$ cat src/rtl/teclado_escaner_pkg.sv
// Shared types and helpers for the 4x4 matrix keypad scanner:
// FSM state encoding, column drive patterns and the row/column to hex key map.
package teclado_pkg;

   typedef enum logic [1:0] {
      SCAN      = 2'd0,
      DEB_PRESS = 2'd1,
      PRESSED   = 2'd2,
      WAIT_REL  = 2'd3
   } teclado_state_t;

   localparam logic [3:0] COL_0    = 4'b1110;
   localparam logic [3:0] COL_1    = 4'b1101;
   localparam logic [3:0] COL_2    = 4'b1011;
   localparam logic [3:0] COL_3    = 4'b0111;
   localparam logic [3:0] FIL_IDLE = 4'hF;

   function automatic logic [3:0] col_drive(input logic [1:0] col_idx);
      logic [3:0] pattern;
      case (col_idx)
         2'd0:    pattern = COL_0;
         2'd1:    pattern = COL_1;
         2'd2:    pattern = COL_2;
         default: pattern = COL_3;
      endcase
      return pattern;
   endfunction

   // Lowest-index row that is pulled low; only meaningful when fil_v != FIL_IDLE.
   function automatic logic [1:0] low_row(input logic [3:0] fil_v);
      logic [1:0] idx;
      casez (fil_v)
         4'b???0: idx = 2'd0;
         4'b??01: idx = 2'd1;
         4'b?011: idx = 2'd2;
         default: idx = 2'd3;
      endcase
      return idx;
   endfunction

   function automatic logic [3:0] key_map(input logic [1:0] row_idx, input logic [1:0] col_idx);
      logic [3:0] code;
      case ({row_idx, col_idx})
         4'h0:    code = 4'h1;
         4'h1:    code = 4'h2;
         4'h2:    code = 4'h3;
         4'h3:    code = 4'hA;
         4'h4:    code = 4'h4;
         4'h5:    code = 4'h5;
         4'h6:    code = 4'h6;
         4'h7:    code = 4'hB;
         4'h8:    code = 4'h7;
         4'h9:    code = 4'h8;
         4'hA:    code = 4'h9;
         4'hB:    code = 4'hC;
         4'hC:    code = 4'hE;
         4'hD:    code = 4'h0;
         4'hE:    code = 4'hF;
         default: code = 4'hD;
      endcase
      return code;
   endfunction

endpackage

$ cat src/rtl/teclado_escaner_if.sv
// Key event bus from the keypad scanner to the operand-assembly logic downstream.
interface teclado_escaner_if;

   logic       key_valid;
   logic [3:0] key_code;
   logic       key_held;

   modport master (
      output key_valid,
      output key_code,
      output key_held
   );

   modport slave (
      input key_valid,
      input key_code,
      input key_held
   );

endinterface

$ cat src/rtl/teclado_escaner_sync_2ff.sv
// Two-flop synchronizer for asynchronous inputs; resets to all ones so that
// idle active-low lines read as inactive straight out of reset.
module sync_2ff #(
   parameter int WIDTH = 1
) (
   input  logic             clk,
   input  logic             rst,
   input  logic [WIDTH-1:0] d,
   output logic [WIDTH-1:0] q
);

   logic [WIDTH-1:0] meta;

   always_ff @(posedge clk or negedge rst) begin
      if (!rst) begin
         meta <= '1;
         q    <= '1;
      end else begin
         meta <= d;
         q    <= meta;
      end
   end

endmodule

$ cat src/rtl/teclado_escaner.sv
// 4x4 keypad scanner: rotates the active-low columns, debounces press and
// release on the latched row, and emits one key_valid pulse per physical press.
module teclado_escaner
   import teclado_pkg::*;
#(
   parameter int SCAN_DIV     = 50_000,
   parameter int DEBOUNCE_CYC = 500_000
) (
   input  logic               clk,
   input  logic               rst,
   input  logic [3:0]         fil,
   output logic [3:0]         col,
   teclado_escaner_if.master  key_if
);

   localparam int DW = (SCAN_DIV > 1) ? $clog2(SCAN_DIV) : 1;
   localparam int CW = $clog2(DEBOUNCE_CYC + 1);
   localparam logic [DW-1:0] DWELL_LAST = DW'(SCAN_DIV - 1);
   localparam logic [CW-1:0] DEB_LAST   = CW'(DEBOUNCE_CYC - 1);

   logic [3:0]     fil_s;

   teclado_state_t state,       state_n;
   logic [DW-1:0]  dwell_cnt,   dwell_n;
   logic [CW-1:0]  deb_cnt,     deb_n;
   logic [1:0]     col_idx,     col_idx_n;
   logic [1:0]     row_idx,     row_idx_n;
   logic [3:0]     key_code_r,  key_code_n;
   logic           key_valid_r, key_valid_n;
   logic           key_held_r,  key_held_n;

   sync_2ff #(
      .WIDTH (4)
   ) u_sync_fil (
      .clk (clk),
      .rst (rst),
      .d   (fil),
      .q   (fil_s)
   );

   always_ff @(posedge clk or negedge rst) begin
      if (!rst) begin
         state       <= SCAN;
         dwell_cnt   <= '0;
         deb_cnt     <= '0;
         col_idx     <= 2'd0;
         row_idx     <= 2'd0;
         key_code_r  <= 4'h0;
         key_valid_r <= 1'b0;
         key_held_r  <= 1'b0;
      end else begin
         state       <= state_n;
         dwell_cnt   <= dwell_n;
         deb_cnt     <= deb_n;
         col_idx     <= col_idx_n;
         row_idx     <= row_idx_n;
         key_code_r  <= key_code_n;
         key_valid_r <= key_valid_n;
         key_held_r  <= key_held_n;
      end
   end

   // Outputs are computed for the next state and registered, so key_valid
   // and key_held have no combinational path from the keypad rows.
   always_comb begin
      state_n     = state;
      dwell_n     = dwell_cnt;
      deb_n       = deb_cnt;
      col_idx_n   = col_idx;
      row_idx_n   = row_idx;
      key_code_n  = key_code_r;
      key_valid_n = 1'b0;
      key_held_n  = 1'b0;

      case (state)
         SCAN: begin
            if (dwell_cnt == DWELL_LAST) begin
               dwell_n = '0;
               if (fil_s != FIL_IDLE) begin
                  row_idx_n = low_row(fil_s);
                  deb_n     = '0;
                  state_n   = DEB_PRESS;
               end else begin
                  col_idx_n = col_idx + 2'd1;
               end
            end else begin
               dwell_n = dwell_cnt + 1'b1;
            end
         end

         DEB_PRESS: begin
            if (fil_s[row_idx]) begin
               deb_n     = '0;
               dwell_n   = '0;
               col_idx_n = col_idx + 2'd1;
               state_n   = SCAN;
            end else if (deb_cnt == DEB_LAST) begin
               deb_n       = '0;
               key_valid_n = 1'b1;
               key_held_n  = 1'b1;
               key_code_n  = key_map(row_idx, col_idx);
               state_n     = PRESSED;
            end else begin
               deb_n = deb_cnt + 1'b1;
            end
         end

         PRESSED: begin
            key_held_n = 1'b1;
            state_n    = WAIT_REL;
         end

         // Release must be stable for the full debounce window; any low sample restarts it.
         WAIT_REL: begin
            key_held_n = 1'b1;
            if (!fil_s[row_idx]) begin
               deb_n = '0;
            end else if (deb_cnt == DEB_LAST) begin
               deb_n      = '0;
               key_held_n = 1'b0;
               dwell_n    = '0;
               col_idx_n  = col_idx + 2'd1;
               state_n    = SCAN;
            end else begin
               deb_n = deb_cnt + 1'b1;
            end
         end

         default: begin
            state_n = SCAN;
         end
      endcase
   end

   assign col              = col_drive(col_idx);
   assign key_if.key_valid = key_valid_r;
   assign key_if.key_code  = key_code_r;
   assign key_if.key_held  = key_held_r;

endmodule

$ cat src/flat_wrapper.sv
// flat-port wrapper written by rule: the top's interface ports become plain ports
module teclado_escaner_flat import teclado_pkg::*;
#(
   parameter int SCAN_DIV     = 50_000,
   parameter int DEBOUNCE_CYC = 500_000
)
  (clk, rst, fil, col, key_if_key_valid, key_if_key_code, key_if_key_held);
  teclado_escaner_if key_if_i ();
  input  logic clk;
  input  logic rst;
  input  logic [3:0] fil;
  output logic [3:0] col;
  output wire logic [$bits(key_if_i.key_valid)-1:0] key_if_key_valid;
  output wire logic [$bits(key_if_i.key_code)-1:0] key_if_key_code;
  output wire logic [$bits(key_if_i.key_held)-1:0] key_if_key_held;
  assign key_if_key_valid = key_if_i.key_valid;
  assign key_if_key_code = key_if_i.key_code;
  assign key_if_key_held = key_if_i.key_held;
  teclado_escaner #(.SCAN_DIV(SCAN_DIV), .DEBOUNCE_CYC(DEBOUNCE_CYC)) u_core (.clk(clk), .rst(rst), .fil(fil), .col(col), .key_if(key_if_i));
endmodule
$ cat config.mk
export PLATFORM = sky130hd
export DESIGN_NAME = teclado_escaner_flat
export DESIGN_NICKNAME = d
export VERILOG_FILES = /design/src/rtl/teclado_escaner_pkg.sv /design/src/rtl/teclado_escaner_if.sv /design/src/rtl/teclado_escaner_sync_2ff.sv /design/src/rtl/teclado_escaner.sv /design/src/flat_wrapper.sv
export SDC_FILE = /design/constraint.sdc
export NUM_CORES = 1
export LEC_CHECK = 0
export ABC_AREA = 1
export CELL_PAD_IN_SITES_DETAIL_PLACEMENT = 0
export CELL_PAD_IN_SITES_GLOBAL_PLACEMENT = 1
export CORE_ASPECT_RATIO = 1.5
export CORE_MARGIN = 3
export CORE_UTILIZATION = 25
export DETAILED_ROUTE_END_ITERATION = 8
export PLACE_DENSITY_LB_ADDON = 0.05
export SETUP_SLACK_MARGIN = 0.02
export SYNTH_ARGS = -nofsm -noshare
export SYNTH_HDL_FRONTEND = slang
export SYNTH_SLANG_ARGS = --single-unit
$ cat constraint.sdc
create_clock -name clk -period 4 [get_ports clk]
set_input_delay 0.6 -clock clk [delete_from_list [all_inputs] [get_ports clk]]
set_output_delay 0.6 -clock clk [all_outputs]
set_load 0.005 [all_outputs]
Yosys cells after proc, flatten, opt, wreduce, memory -nomap -nowiden
Memories as Yosys holds them, arrays and structs flattened. A register that Yosys moved wholly into a read port is not among the register bits.
Cells that the tools add are included.
{"block": "word_totals", "rom_bits": 64, "ramBits": 0, "in_bits": 6, "register_bits": 51, "output_inout_bits": 10, "elab_cells": 77, "n_memories": 1, "latchBits": 0}
{"block": "classes", "reduce_logical": 10, "n_div": 0, "add_sub_neg": 3, "muxes": 34, "mul": 0, "bitwise": 2, "eq_ne": 17, "magnitude_cmp": 1, "shifts": 0}
{"memory": "(no name shown)", "depth": 16, "width": 4, "read_ports": 1, "rd_ports_with_merged_regs": 1, "wr": 0, "line_no": "teclado_escaner_pkg.sv:43", "rtl": "case ({row_idx, col_idx})"}
{"op": "19-bit 2-to-1 mux", "count": 5}
{"op": "16-bit 2-to-1 mux", "count": 4}
{"op": "19-bit one-hot mux with 3 select lines", "count": 1}
{"op": "16-bit one-hot mux with 3 select lines", "count": 1}
{"op": "2-bit 2-to-1 mux", "count": 11}
{"op": "19-bit by 1-bit adder with 19-bit output (second input constant)", "count": 1}
{"op": "19-bit equality test (second input constant)", "count": 1}
{"op": "16-bit by 1-bit adder with 16-bit output (second input constant)", "count": 1}
{"op": "16-bit equality test (second input constant)", "count": 1}
{"op": "2-bit one-hot mux with 3 select lines", "count": 2}
{"op": "4-bit one-hot mux with 3 select lines", "count": 1}
{"op": "2-bit by 1-bit != test with 1-bit output (second input constant)", "count": 5}
{"op": "3-bit AND reduction", "count": 3}
{"op": "2-bit one-hot mux with 4 select lines", "count": 1}
{"op": "2-bit by 1-bit equality test with 1-bit output (second input constant)", "count": 3}
{"op": "2-bit equality test (second input constant)", "count": 3}
{"op": "1-bit 2-to-1 mux", "count": 6}
{"op": "6-bit AND reduction", "count": 1}
{"op": "5-bit AND reduction", "count": 1}
{"op": "2-bit zero test", "count": 2}
{"op": "4-bit != test (second input constant)", "count": 1}
{"op": "4-bit AND reduction", "count": 1}
{"op": "3-bit by 2-bit equality test with 1-bit output (second input constant)", "count": 1}
{"op": "2-bit by 3-bit less-than comparator with 1-bit output (second input constant)", "count": 1}
{"op": "8 further kinds", "count": 9}

Longest topological paths before layout
{"block": "depth", "word_depth": 4, "ltp_mapped": 11, "mapped_depth_nobuf": 11}

Cells and area by module
Synthesis repeated with hierarchy kept, for this count alone.
{"block": "unflattened", "cells_unflattened": 496, "area_unflattened_um2": 3636.0}
{"mod": "teclado_escaner", "area_each_um2": 3425.8, "cells_each": 488, "instances": 1}
{"mod": "sync_2ff", "area_each_um2": 210.2, "cells_each": 8, "instances": 1}

Least setup slack after synthesis
Ideal clock, no wire load.
{"block": "synth_timing", "path_type": "register to register", "startpoint": "register u_core.deb_cnt[0]", "endpoint": "register u_core.dwell_cnt[10]", "path_slack_ns": 2.380, "required_time_ns": 3.877, "path_buffers": 1, "period_less_slack_ns": 1.620, "path_stages_with_launch": 12, "t_arrival_ns": 1.497, "path_cell_list": "dfrtp_1 > ha_1 > nand2_2 > nor2_4 > nand3_1 > nor2_2 > nand3_1 > nand2_2 > nand2_4 > buf_6 > nand2_1 > o21ai_1"}
{"block": "synth_via", "elab_chain_len": 3}
{"item": "start: declaration", "line_no": "teclado_escaner.sv:25", "rtl": "logic [CW-1:0] deb_cnt, deb_n;"}
{"item": "start signal: assignment", "line_no": "teclado_escaner.sv:54", "rtl": "deb_cnt <= deb_n;"}
{"item": "19-bit equality test", "line_no": "teclado_escaner.sv:118", "rtl": "end else if (deb_cnt == DEB_LAST) begin"}
{"item": "2-bit by 1-bit != test with 1-bit output (no line)"}
{"item": "4-bit AND reduction (no line)"}
{"item": "end signal: assignment", "line_no": "teclado_escaner.sv:53", "rtl": "dwell_cnt <= dwell_n;"}
{"item": "end: declaration", "line_no": "teclado_escaner.sv:24", "rtl": "logic [DW-1:0] dwell_cnt, dwell_n;"}
No other way between the ends.
A chain may end at the register's enable or synchronous reset.

Final worst setup path
{"block": "layout_timing", "startpoint": "register u_core.col_idx[1]", "endpoint": "output col[1]"}
{"block": "layout_via", "elab_chain_len": 2, "word_cells_on_any_way": 4}
{"item": "start: declaration", "line_no": "teclado_escaner.sv:26", "rtl": "logic [1:0] col_idx, col_idx_n;"}
{"item": "start signal: assignment", "line_no": "teclado_escaner.sv:55", "rtl": "col_idx <= col_idx_n;"}
{"item": "2-bit equality test (tied with other cells)", "line_no": "teclado_escaner_pkg.sv:20", "rtl": "case (col_idx)"}
{"item": "4-bit one-hot mux with 3 select lines (*)", "line_no": "teclado_escaner_pkg.sv:20"}
{"item": "end: declaration", "line_no": "flat_wrapper.sv:12", "rtl": "output logic [3:0] col;"}
Every way passes the cells marked *; elsewhere a longest branch is shown, timed or not.

==> metrics.md <==
| Metric | Value |
|---|---|
| Routed len/inst | 15.73 um |
| Mean area per synthesized cell | 7.166 um2 |
| Max incr delay on CP | 0.51 ns |
| Min-Delay Path Class | register to register |
| Root buffer cell | clkbuf_16 |
| Fin crit period | 2.308 ns |
| CTS tree | done |
| PD cells | 268.0 nW/um2 |
| DRC viols | 0 |
| F_max | 433.3 MHz |
| Multi-input gate area | roughly 1800 um2 |
| RSZ-0062 raised after global routing | false |
| Cell area after synthesis | 3497 um2 |
| I/O Buffers | 15 |
| Vias | 3,170 |
| CP startpoint kind | register |
| Worst-Skew Late Latency | about 0.3 ns |
| Post-layout util | around 29% |
| Die W | 102.6 um |
| Die height | 150.9 um |
| Slowest stage cell, crit path | clkdlybuf4s50_1 |
| Required time of the critical path | about 3.4 ns |
| # hold bufs at CTS | 0 |
| CP Max Fanout | 7 |
| Global Route Usage Sum | between 10 and 15% |
| Setup Crit Path Kind | register to output pin |
| Setup TNS | 0 ns |
| Ys async rst share | 100.0% |
| Syn Nets | 502 |
| DRT Pass-1 Iters | 4 |
| Filler cells | 1,490 |
| Multiplexer area fraction after synthesis | 0% |
| Via-per-instance ratio | between 4 and 5 |
| Synth Area in XOR/XNOR | 3.256% |
| Leak | 0.001847 uW |
| Synth warnings | 0 |
| Reg area | 1386 um2 |
| Final setup viols | 0 |
| Final hold violation count | 0 |
| CTS Buf Count | 5 |
| Count leader, synth | nand2_1 |
| Worst Setup End Kind | output pin |
| Outcome | finished clean |
| Clock sinks | 55 |
| # diodes | 0 |
| Period utilization | between 50% and 60% |
| Number of distinct library cells after synthesis | 32 |
| Placed Area | about 3800 um2 |
| Postcts setup bufs | 0 |
| Initial Utilization | between 20% and 30% |
| Rel. slew slack | 37.61% |
| Fin nets | 515 |
| Synth-to-Final Area Change | 13.06% |
| Maximum capacitance violations | 0 |
| Max clock buf depth | 2 |
| Cts repair resizes | 0 |
| Combinational family with the most area after synthesis | simple AND/OR/NAND/NOR gates |
| Die area | 15,470 um2 |
| Final instance area | approximately 4000 um2 |
| Final max-slew violation count | 0 |
| Row cnt | between 50 and 60 |
| EDFF count, synth | 0 |
| Worst path most repeated cell | inv_1 |
| Dominant cell type by area after synthesis | dfrtp_1 |
| Aggregate global routing overflow | 0 |
| Core area | 13,600 um2 |
| GPL Wtd Cong | 0.7693 |
| Initial antenna violation count | 0 |
| Simple-gate area share of the yosys netlist | 38.00% |
| Post-route antenna net violation count | 0 |
| Final wirelength | roughly 10,000 um |
| Worst path cell trace | inv_1, ha_1, inv_1, clkdlybuf4s50_1 |
| Register area share after synthesis | 39.64% |
| H-tree Lvls | 2 |
| Global-route wire length before repair | 17,140 um |
| Synth Instances | between 400 and 500 |
| Fraction of layout cells with a size suffix above 1 | under 10% |
| Commonest cells post-synth | 125 x nand2_1, 63 x inv_1, 55 x nor2_1, 47 x dfrtp_1, 47 x nand3_1 |
| Primary FF master, synth | dfrtp_1 |
| Area share of the leading cell type in the synthesized netlist | 33.63% |
| Worst VDD drop | 0.1432 mV |
| Arrival time worst endpoint | ~1.7 ns |
| Flops & latches, synth | 55 |
| IO Count | 16 |
| Clock skew | 0.007564 ns |
| Slew @ Worst Pin | about 0.94 ns |
| Clock Pin Slew Worst Setup and Hold Paths | 0.07 ns |
| Synth Area in Adders | 2.862% |
| Largest net degree at the start of global routing | 37 |
| Synth area leaders | dfrtp_1 34%, nand2_1 13%, inv_1 6.8% |
| Post-synthesis compound-gate area fraction | 7.406% |
| Post-DP HPWL | 8028 um |
| Initial drt markers | 102 |
| Vias in the first global route | around 3,300 |
layout by cell type (no fill, tap or decap), drive strengths merged:
cell	Yosys	routed
nor2	61	61
nand4	36	36
o211ai	1	1
a21oi	7	7
nand2	132	132
a31o	1	1
nor3	5	5
ha	8	8
o221ai	1	1
o21ai	32	32
dfrtp	47	47
clkdlybuf4s50	0	14
xor2	10	10
inv	67	67
nand3	50	50
xnor2	3	3
buf	6	2
o21a	1	1
clkbuf	4	6
dfstp	8	8
or2	5	5
clkinv	1	2
o22ai	2	2
clkinvlp	0	1
flip-flops by register name, indices dropped and copies added, names as in the netlist, named ones only:
signal,flops
u_core.col_idx,2
u_core.deb_cnt,19
u_core.dwell_cnt,16
u_core.key_if.key_code,4
u_core.key_if.key_held,1
u_core.key_if.key_valid,1
u_core.row_idx,2
u_core.state,1
u_core.u_sync_fil.meta,4
u_core.u_sync_fil.q,4
report_power, final:
group,leakage (uW),internal (uW),switching [uW]
Clock,0.0000731,251,218
Sequential,0.000727,563,2.54
Combinational,0.00105,5.82,18.9
Total,0.00185,820,240
stage by stage:
| stage | std cells | setup WS (ns) | hold slack [ns] | total power, uW |
|---|---|---|---|---|
| final | 664 | 1.692 | 0.3566 | 1060 |
| after global routing | 664 | 1.540 | 0.3649 | 1111 |
| after CTS | 664 | 1.672 | 0.3590 | 1087 |
| after detailed placement | 656 | 1.788 | 0.3473 | 602.8 |
| after global placement | 656 | 1.772 | 0.3471 | 602.5 |
| after floorplan | 488 | 2.380 | 0.3044 | 581.6 |
critical path, delay by kind of cell (launching register included):
kind	cells	cell delay (ns)
flip-flops	1	0.48
adder cells (fa/ha/maj)	1	0.22
buffers and inverters	3	0.72
cells by family (layout without fill, tap and decap cells):
logic type,after synthesis,in the layout
buffers and inverters,78,92
XOR/XNOR,13,13
flip-flops,55,55
adder cells (fa/ha/maj),8,8
AO/OA/AOI/OAI,45,45
AND/OR/NAND/NOR,289,289
area by class of cell:
class	instances	area share, %
Clock inverter	2	0.4114
Clock buffer	6	3.513
Inverter	68	6.456
Sequential cell	55	35.06
Tap cell	162	5.127
Multi-Input combinational cell	355	45.57
Timing Repair Buffer	16	3.861
path summary, 6_finish.rpt:
kind                                           start                      to  slack (ns)  cells past startpoint
max                                u_core.col_idx[1]                  col[1]        1.69                      4
min                        u_core.u_sync_fil.meta[2]  u_core.u_sync_fil.q[2]        0.36                      0
max reg2reg                      u_core.dwell_cnt[0]      u_core.deb_cnt[17]        1.83                     10
min reg2reg                u_core.u_sync_fil.meta[2]  u_core.u_sync_fil.q[2]        0.36                      0
max in group asynchronous                        rst  u_core.u_sync_fil.q[1]        2.68                      2
min in group asynchronous                        rst       u_core.deb_cnt[8]        0.43                      1
metal layers:
| layer | vias to the layer above | wire length, um | global-route usage [%] |
|---|---|---|---|
| li1 | 1614 | - | - |
| met2 | 37 | 5862 | 27.81 |
| met4 | 0 | 299 | 5.975 |
| met1 | 1505 | 4117 | 15.56 |
| met3 | 14 | 167 | 1.751 |
| met5 | - | 0 | 0 |
Note: power is estimated with default switching activity, not from simulation.
